`config.mk`:
```
export PLATFORM = sky130hd
export DESIGN_NAME = syscon_seq
export DESIGN_NICKNAME = d
export VERILOG_FILES = /design/src/rtl/syscon_seq_pkg.sv /design/src/rtl/syscon_rst_chan.sv /design/src/rtl/syscon_seq.sv
export SDC_FILE = /design/constraint.sdc
export NUM_CORES = 1
export LEC_CHECK = 0
export CORE_MARGIN = 1.5
export CORE_UTILIZATION = 58
export DETAILED_ROUTE_END_ITERATION = 10
export PLACE_DENSITY = 0.86
export SLEW_MARGIN = 20
export SYNTH_ARGS = -nofsm -noshare
export SYNTH_HDL_FRONTEND = slang
export SYNTH_SLANG_ARGS = --single-unit
export TNS_END_PERCENT = 50
```
`constraint.sdc`:
```
create_clock -name ref_clk_i -period 4.6 [get_ports ref_clk_i]
set_input_delay 0.69 -clock ref_clk_i [delete_from_list [all_inputs] [get_ports ref_clk_i]]
set_output_delay 0.69 -clock ref_clk_i [all_outputs]
set_load 0.05 [all_outputs]
```
`src/rtl/syscon_seq_pkg.sv`:
```
// Shared constants for the system reset controller: bus widths, register map,
// STATUS/CTRL bit positions and FSM state encodings.
package syscon_seq_pkg;

  localparam int ADR_WIDTH = 32;
  localparam int DAT_WIDTH = 32;

  localparam logic [1:0] REG_CTRL     = 2'd0;
  localparam logic [1:0] REG_STATUS   = 2'd1;
  localparam logic [1:0] REG_SCRATCH  = 2'd2;
  localparam logic [1:0] REG_UNMAPPED = 2'd3;

  localparam int STATUS_SEQ_DONE_BIT = 16;
  localparam int STATUS_CAUSE_SW_BIT = 17;
  localparam int CTRL_SYS_RST_BIT    = 31;

  typedef enum logic [1:0] {
    ST_POR = 2'd0,
    ST_SEQ = 2'd1,
    ST_RUN = 2'd2
  } state_e;

endpackage

```
`src/rtl/syscon_rst_chan.sv`:
```
// One reset channel: follows the sequencer release, stretches software
// requests to SOFT_CLOCKS cycles and is forced high by a system reset.
module syscon_rst_chan #(
  parameter int SOFT_CLOCKS = 8,
  parameter int CNT_WIDTH   = 16
) (
  input  logic clk_i,
  input  logic rst_n_i,
  input  logic seq_release_i,
  input  logic soft_req_i,
  input  logic force_i,
  output logic rst_o
);

  logic [CNT_WIDTH-1:0] cnt_q, cnt_d;
  logic                 rst_q, rst_d;

  // NOTE: every variable gets a default before any branch, so no path leaves
  // it unassigned and no latch is inferred.
  always_comb begin
    cnt_d = cnt_q;
    rst_d = ~seq_release_i;
    if (force_i) begin
      cnt_d = '0;
      rst_d = 1'b1;
    end else if (soft_req_i) begin
      cnt_d = CNT_WIDTH'(SOFT_CLOCKS - 1);
      rst_d = 1'b1;
    end else if (cnt_q != '0) begin
      cnt_d = cnt_q - 1'b1;
      rst_d = 1'b1;
    end
  end

  // NOTE: state registers use non-blocking assignments so all flops update
  // together from pre-edge values.
  always_ff @(posedge clk_i) begin
    if (!rst_n_i) begin
      cnt_q <= '0;
      rst_q <= 1'b1;
    end else begin
      cnt_q <= cnt_d;
      rst_q <= rst_d;
    end
  end

  assign rst_o = rst_q;

endmodule

```
`src/rtl/syscon_seq.sv`:
```
// System controller: power-on sequencer releasing N reset channels in
// staggered order, plus a Wishbone slave for soft/system reset and status.
module syscon_seq
  import syscon_seq_pkg::*;
#(
  parameter int N_RESETS       = 4,
  parameter int POR_CLOCKS     = 10,
  parameter int STAGGER_CLOCKS = 4,
  parameter int SOFT_CLOCKS    = 8,
  parameter int CNT_WIDTH      = 16
) (
  input  logic                   ref_clk_i,
  input  logic                   ref_rst_n_i,
  output logic                   syscon_clk_o,
  output logic [N_RESETS-1:0]    syscon_rst_o,
  input  logic                   syscon_cyc_i,
  input  logic                   syscon_stb_i,
  input  logic                   syscon_we_i,
  input  logic [ADR_WIDTH-1:0]   syscon_adr_i,
  input  logic [DAT_WIDTH/8-1:0] syscon_sel_i,
  input  logic [DAT_WIDTH-1:0]   syscon_dat_i,
  output logic [DAT_WIDTH-1:0]   syscon_dat_o,
  output logic                   syscon_ack_o,
  output logic                   syscon_err_o
);

  localparam int IDX_W = (N_RESETS > 1) ? $clog2(N_RESETS) : 1;

  state_e               state_q, state_d;
  logic [CNT_WIDTH-1:0] cnt_q, cnt_d;
  logic [IDX_W-1:0]     idx_q, idx_d;
  logic [N_RESETS-1:0]  rel_q, rel_d;
  logic                 armed_q, armed_d;
  logic                 seq_done_q, seq_done_d;
  logic                 cause_sw_q, cause_sw_d;
  logic                 ack_q, err_q;
  logic [DAT_WIDTH-1:0] dat_q, rd_d, scratch_q, scratch_d, status_w;

  logic                 wb_req, ctrl_wr, sys_rst;
  logic [1:0]           wb_idx;
  logic [N_RESETS-1:0]  soft_req;
  logic                 unused_adr;

  assign syscon_clk_o = ref_clk_i;
  assign unused_adr   = ^{syscon_adr_i[ADR_WIDTH-1:4], syscon_adr_i[1:0]};

  // A new access is only taken once the previous response has dropped.
  assign wb_req   = syscon_cyc_i & syscon_stb_i & ~ack_q & ~err_q;
  assign wb_idx   = syscon_adr_i[3:2];
  assign ctrl_wr  = wb_req & syscon_we_i & (wb_idx == REG_CTRL);
  assign sys_rst  = ctrl_wr & syscon_dat_i[CTRL_SYS_RST_BIT];
  assign soft_req = (ctrl_wr && !sys_rst && state_q == ST_RUN) ?
                    syscon_dat_i[N_RESETS-1:0] : '0;

  always_comb begin
    state_d    = state_q;
    cnt_d      = cnt_q;
    idx_d      = idx_q;
    rel_d      = rel_q;
    armed_d    = 1'b1;
    seq_done_d = seq_done_q;
    cause_sw_d = cause_sw_q;
    if (sys_rst) begin
      state_d    = ST_POR;
      cnt_d      = '0;
      idx_d      = '0;
      rel_d      = '0;
      seq_done_d = 1'b0;
      cause_sw_d = 1'b1;
    end else begin
      case (state_q)
        // The first edge after external reset only arms the counter, so that
        // both reset sources see channel 0 fall POR_CLOCKS edges later.
        ST_POR: if (armed_q) begin
          if (cnt_q == CNT_WIDTH'(POR_CLOCKS - 1)) begin
            cnt_d    = '0;
            rel_d[0] = 1'b1;
            if (N_RESETS == 1) begin
              state_d    = ST_RUN;
              seq_done_d = 1'b1;
            end else begin
              state_d = ST_SEQ;
              idx_d   = IDX_W'(1);
            end
          end else begin
            cnt_d = cnt_q + 1'b1;
          end
        end
        ST_SEQ: begin
          if (cnt_q == CNT_WIDTH'(STAGGER_CLOCKS - 1)) begin
            cnt_d = '0;
            for (int i = 0; i < N_RESETS; i++) begin
              if (idx_q == IDX_W'(i)) rel_d[i] = 1'b1;
            end
            if (idx_q == IDX_W'(N_RESETS - 1)) begin
              state_d    = ST_RUN;
              seq_done_d = 1'b1;
            end else begin
              idx_d = idx_q + 1'b1;
            end
          end else begin
            cnt_d = cnt_q + 1'b1;
          end
        end
        ST_RUN:  ;
        default: state_d = ST_POR;
      endcase
    end
  end

  always_ff @(posedge ref_clk_i) begin
    if (!ref_rst_n_i) begin
      state_q    <= ST_POR;
      cnt_q      <= '0;
      idx_q      <= '0;
      rel_q      <= '0;
      armed_q    <= 1'b0;
      seq_done_q <= 1'b0;
      cause_sw_q <= 1'b0;
    end else begin
      state_q    <= state_d;
      cnt_q      <= cnt_d;
      idx_q      <= idx_d;
      rel_q      <= rel_d;
      armed_q    <= armed_d;
      seq_done_q <= seq_done_d;
      cause_sw_q <= cause_sw_d;
    end
  end

  // Channels see the release mask being registered this edge, so each output
  // falls on the same edge the sequencer decides to release it.
  for (genvar i = 0; i < N_RESETS; i++) begin : g_chan
    syscon_rst_chan #(
      .SOFT_CLOCKS(SOFT_CLOCKS),
      .CNT_WIDTH  (CNT_WIDTH)
    ) u_chan (
      .clk_i        (ref_clk_i),
      .rst_n_i      (ref_rst_n_i),
      .seq_release_i(rel_d[i]),
      .soft_req_i   (soft_req[i]),
      .force_i      (sys_rst),
      .rst_o        (syscon_rst_o[i])
    );
  end

  always_comb begin
    status_w                      = '0;
    status_w[N_RESETS-1:0]        = syscon_rst_o;
    status_w[STATUS_SEQ_DONE_BIT] = seq_done_q;
    status_w[STATUS_CAUSE_SW_BIT] = cause_sw_q;

    scratch_d = scratch_q;
    if (wb_req && syscon_we_i && wb_idx == REG_SCRATCH) begin
      for (int b = 0; b < DAT_WIDTH / 8; b++) begin
        if (syscon_sel_i[b]) scratch_d[8*b +: 8] = syscon_dat_i[8*b +: 8];
      end
    end

    rd_d = '0;
    if (wb_req && !syscon_we_i) begin
      case (wb_idx)
        REG_STATUS:  rd_d = status_w;
        REG_SCRATCH: rd_d = scratch_q;
        default:     rd_d = '0;
      endcase
    end
  end

  // NOTE: SCRATCH is a single register, not a memory array, so it is cleared
  // by the external reset like every other flop here.
  always_ff @(posedge ref_clk_i) begin
    if (!ref_rst_n_i) begin
      ack_q     <= 1'b0;
      err_q     <= 1'b0;
      dat_q     <= '0;
      scratch_q <= '0;
    end else begin
      ack_q     <= wb_req & (wb_idx != REG_UNMAPPED);
      err_q     <= wb_req & (wb_idx == REG_UNMAPPED);
      dat_q     <= rd_d;
      scratch_q <= scratch_d;
    end
  end

  assign syscon_dat_o = dat_q;
  assign syscon_ack_o = ack_q;
  assign syscon_err_o = err_q;

endmodule

```
Word-level counts from Yosys, hierarchy flattened

Cells that the tools add are included.

ROM bits: 0
RAM bits: 0
Latch bits: 0
Logic and storage cells: 134
Input port bits: 73
Output and inout bits: 39
Bits in registers: 161
Memories kept: 0

Divide/modulo/power cells: 0
Add/sub/neg operators: 6
Order comparisons: 0
Shift-type cells: 0
Bitwise logic cells: 16
Reduce and logical (&&, ||, !) cells: 37
Eq/ne operators: 16
Multipliers: 0
Mux-type cells: 33

Operators by type and width:

| kind                  | count |
|---|---|
| $pmux 32 s2           | 1 |
| $reduce_bool 16->1    | 4 |
| $sub 16x1->16 const B | 4 |
| $mux 16               | 3 |
| $pmux 16 s2           | 1 |
| $mux 3                | 9 |
| $add 16x1->16 const B | 1 |
| $eq 16x2->1 const B   | 1 |
| $eq 16x4->1 const B   | 1 |
| $reduce_or 4->1       | 4 |
| $mux 2                | 6 |
| $mux 4                | 3 |
| $ne 2x2->1 const B    | 6 |
| $reduce_and 2->1      | 6 |
| $reduce_or 3->1       | 4 |
| $eq 2x2->1 const B    | 5 |
| $reduce_and 5->1      | 2 |
| $reduce_bool 2->1     | 5 |
| $and 1x1->1           | 8 |
| $not 1->1             | 8 |
| $mux 1                | 7 |
| $eq 2x1->1 const B    | 3 |
| $logic_not 2->1       | 3 |
| $pmux 2 s3            | 1 |
| other kinds (7)       | 12 |

Depth between registers and ports, before layout

Depth in word-level cells: 11
Gate-level depth with buffers: 7
Depth with buffers taken out: 6

Cells and area by module

A second synthesis with hierarchy kept.

Cell total of the unflattened synthesis: 811
Area total of the unflattened synthesis: 7292.0 um^2

Modules (own cells, without submodules):

| module          | seq. area each (um^2) | area each (um^2) | cells an instance | times used |
|---|---|---|---|---|
| syscon_seq      | 1861.8                | 3653.5           | 395               | 1 |
| syscon_rst_chan | 340.3                 | 909.6            | 104               | 4 |

==> flow_summary.ini <==
[worst_setup_path]
end_kind = primary output
cp.arrival_ns = 3.24
cp.required_ns = 3.91
r2r_start = g_chan[1].u_chan.cnt_q[4]
ff2ff_path_depth = 4
rr_endpoint = g_chan[1].u_chan.cnt_q[6]
path_class = clk -> out
r2r_slack_ns = 2.16
endpoint = syscon_clk_o
start_kind = clock port
cp_max_fo = 2
crit_start = ref_clk_i

[floorplan]
rows = 39
pin_count = 112
die_h_um = 112
core_um2 = 11500
dieArea_um2 = 12600
die_w_um = 112
initial_core_util = 0.601

[sta]
holdWs_ns = 0.454
drv_slew = 0
slew_headroom = 0.327
fin_worst_skew_ns = 0.00774
worst_slack_ns = 0.671
hold_violations = 0
setup_viol = 0
tns_ns = 0
worstMarginPinSlew_ns = 1.00
rsz0062_at_grt = no

[route]
drtIter0Drc = 459
drc_errors = 16
first_pass_iters = 8
vias = 6059
antenna_left = 0
viasPerCell = 6.16
wl_um = 16700
wl_per_cell_um = 17.0

[clock_network]
cts_setup_buffers = 0
ctsResizeCount = 0
cts_tree = done
insertion_delay_ns = 0.55
clk_pin_slew_ns = 0.07
ctsHoldBuffers = 0

[synth]
syn_area_um2 = 6930
synth_cell_type_count = 54
syn_inst = 754
yosys.area.top_type = dfxtp_1
yosysWarnings = 0
syn_area_per_cell_um2 = 9.18
synth_seq_cells = 161
synth_top_area_frac = 0.465
syn-num-nets = 845
ys_top_cells_by_area = dfxtp_1 (47%), a21oi_1 (4.9%), mux2i_1 (4.9%)
ys_seq_area_frac = 0.465
synth_common_cells = dfxtp_1 (161), nor2_1 (76), a21oi_1 (68)
synthFlopType = dfxtp_1
synth_edf_count = 0
synth_most_common_cell = dfxtp_1
async_reset_ff_frac = 0

[cells_and_area]
layout-area-overhead-vs-synth_pct = 22.2
postLayoutCoreUtil = 0.735
drive_gt1_frac = 0.0714
diodes = 0
fin_nets = 918

[global_route]
grt_pass1_vias = 5966
grt_util_all_layers = 0.276
grt_pass1_wl_um = 27900
grt_overflow = 0
antenna_found_initial = 0
grt_max_degree = 38

[job]
drv_cap = 0

[placement]
post-dp-hpwl_um = 10900
gp_congestion = 0.822
pre_cts_slack_ns = 0.938
portBuffers = 81

[pwr]
p_clk_frac = 0.276
p_comb_frac = 0.372
p_sw_frac = 0.389
intPower_uw = 3430
power.share.sequential = 0.352
power_density_nw_per_um2 = 663
power.switching_uw = 2180
p_leak_uw = 0.00331
ir_drop_v = 0.000414

[status]
failed_checks = design-rule violations
outcome = finished with violations

[min_path]
hp-class = reg -> reg
logic make-up after synthesis:
group                    synth area share
AO/OA/AOI/OAI                       0.141
XOR/XNOR                           0.0177
adder cells (fa/ha/maj)            0.0325
buffers and inverters              0.0345
flip-flops                          0.465
multiplexers                       0.0524
AND/OR/NAND/NOR                     0.256
sequential cells by signal, summed over array words and instances, names as in the netlist:
signal	count
rel_q	4
g_chan.u_chan.cnt_q	64
syscon_ack_o	1
seq_done_q	1
idx_q	2
syscon_dat_o	32
state_q	2
cnt_q	16
syscon_err_o	1
g_chan.u_chan.rst_o	4
scratch_q	32
cause_sw_q	1
armed_q	1
stage by stage:
step                      area [um^2]  power [uW]  cells
after floorplan                  6930        3630    754
after global placement           7810        3910    948
after detailed placement         7810        4060    948
after CTS                        8460        5580    983
after global routing             8460        5990    983
final                            8460        5610    983
cells in the final DEF, fill, tap and decap left out, types with 5 or more instances in the layout:
cell type | Yosys | final
a21oi_1 | 68 | 68
a22oi_1 | 6 | 6
a31oi_1 | 8 | 8
and2_1 | 29 | 29
buf_4 | 5 | 6
clkbuf_16 | 0 | 20
clkdlybuf4s50_1 | 0 | 81
dfxtp_1 | 161 | 161
ha_1 | 18 | 18
inv_1 | 21 | 21
mux2i_1 | 34 | 34
nand2_1 | 26 | 26
nand2b_1 | 8 | 8
nand3_1 | 25 | 25
nand4_1 | 17 | 17
nor2_1 | 76 | 76
nor3_1 | 7 | 7
nor4_1 | 15 | 15
nor4_2 | 6 | 6
o21ai_0 | 27 | 27
o31ai_1 | 23 | 23
o41ai_1 | 7 | 7
or3_1 | 27 | 27
or4_1 | 36 | 36
xnor2_1 | 9 | 9
xor2_1 | 5 | 5
layout make-up:
class / count / area, um^2
fillers: 771 / 3050
inverters: 22 / 82.6
well taps: 143 / 179
repair buffers: 86 / 846
clock inverters: 10 / 100
clock buffers: 26 / 559
flip-flops and latches: 161 / 3220
multi-input cells: 535 / 3470
routing by layer:
metal / vias to the layer above / GRT usage / share of wire / routed length (um)
met1: 2910 / 0.324 / 0.42 / 6960
met5: - / 0 / 0 / 0
li1: 2922 / - / - / -
met2: 193 / 0.474 / 0.50 / 8280
met3: 34 / 0.0702 / 0.066 / 1100
met4: 0 / 0.127 / 0.020 / 329
worst min path at each step:
stage                  endpoint          start  slack [ns]  depth (start not counted)
6_report       syscon_dat_o[21]  scratch_q[21]        0.45                          1
5_1_grt        syscon_dat_o[19]  scratch_q[19]        0.48                          1
4_1_cts        syscon_dat_o[21]  scratch_q[21]        0.46                          1
3_5_place_dp   syscon_dat_o[21]  scratch_q[21]        0.44                          1
3_3_place_gp   syscon_dat_o[10]  scratch_q[10]        0.43                          1
2_1_floorplan          rel_q[3]       rel_q[3]        0.42                          2
worst max-delay path, stage by stage:
cell and delay [ns]:
clkbuf_16 0.12, clkbuf_16 0.13, clkdlybuf4s50_1 0.69
power groups by stage:
stage               registers [uW]  logic (uW)  clock network (uW)
floorplan                     1920        1660                46.9
global placement              1960        1900                50.2
detailed placement            1990        2030                50.2
CTS                           1970        2060                1550
global route                  2020        2360                1620
finish                        1980        2090                1550
Power figures use the tool's default switching activity.
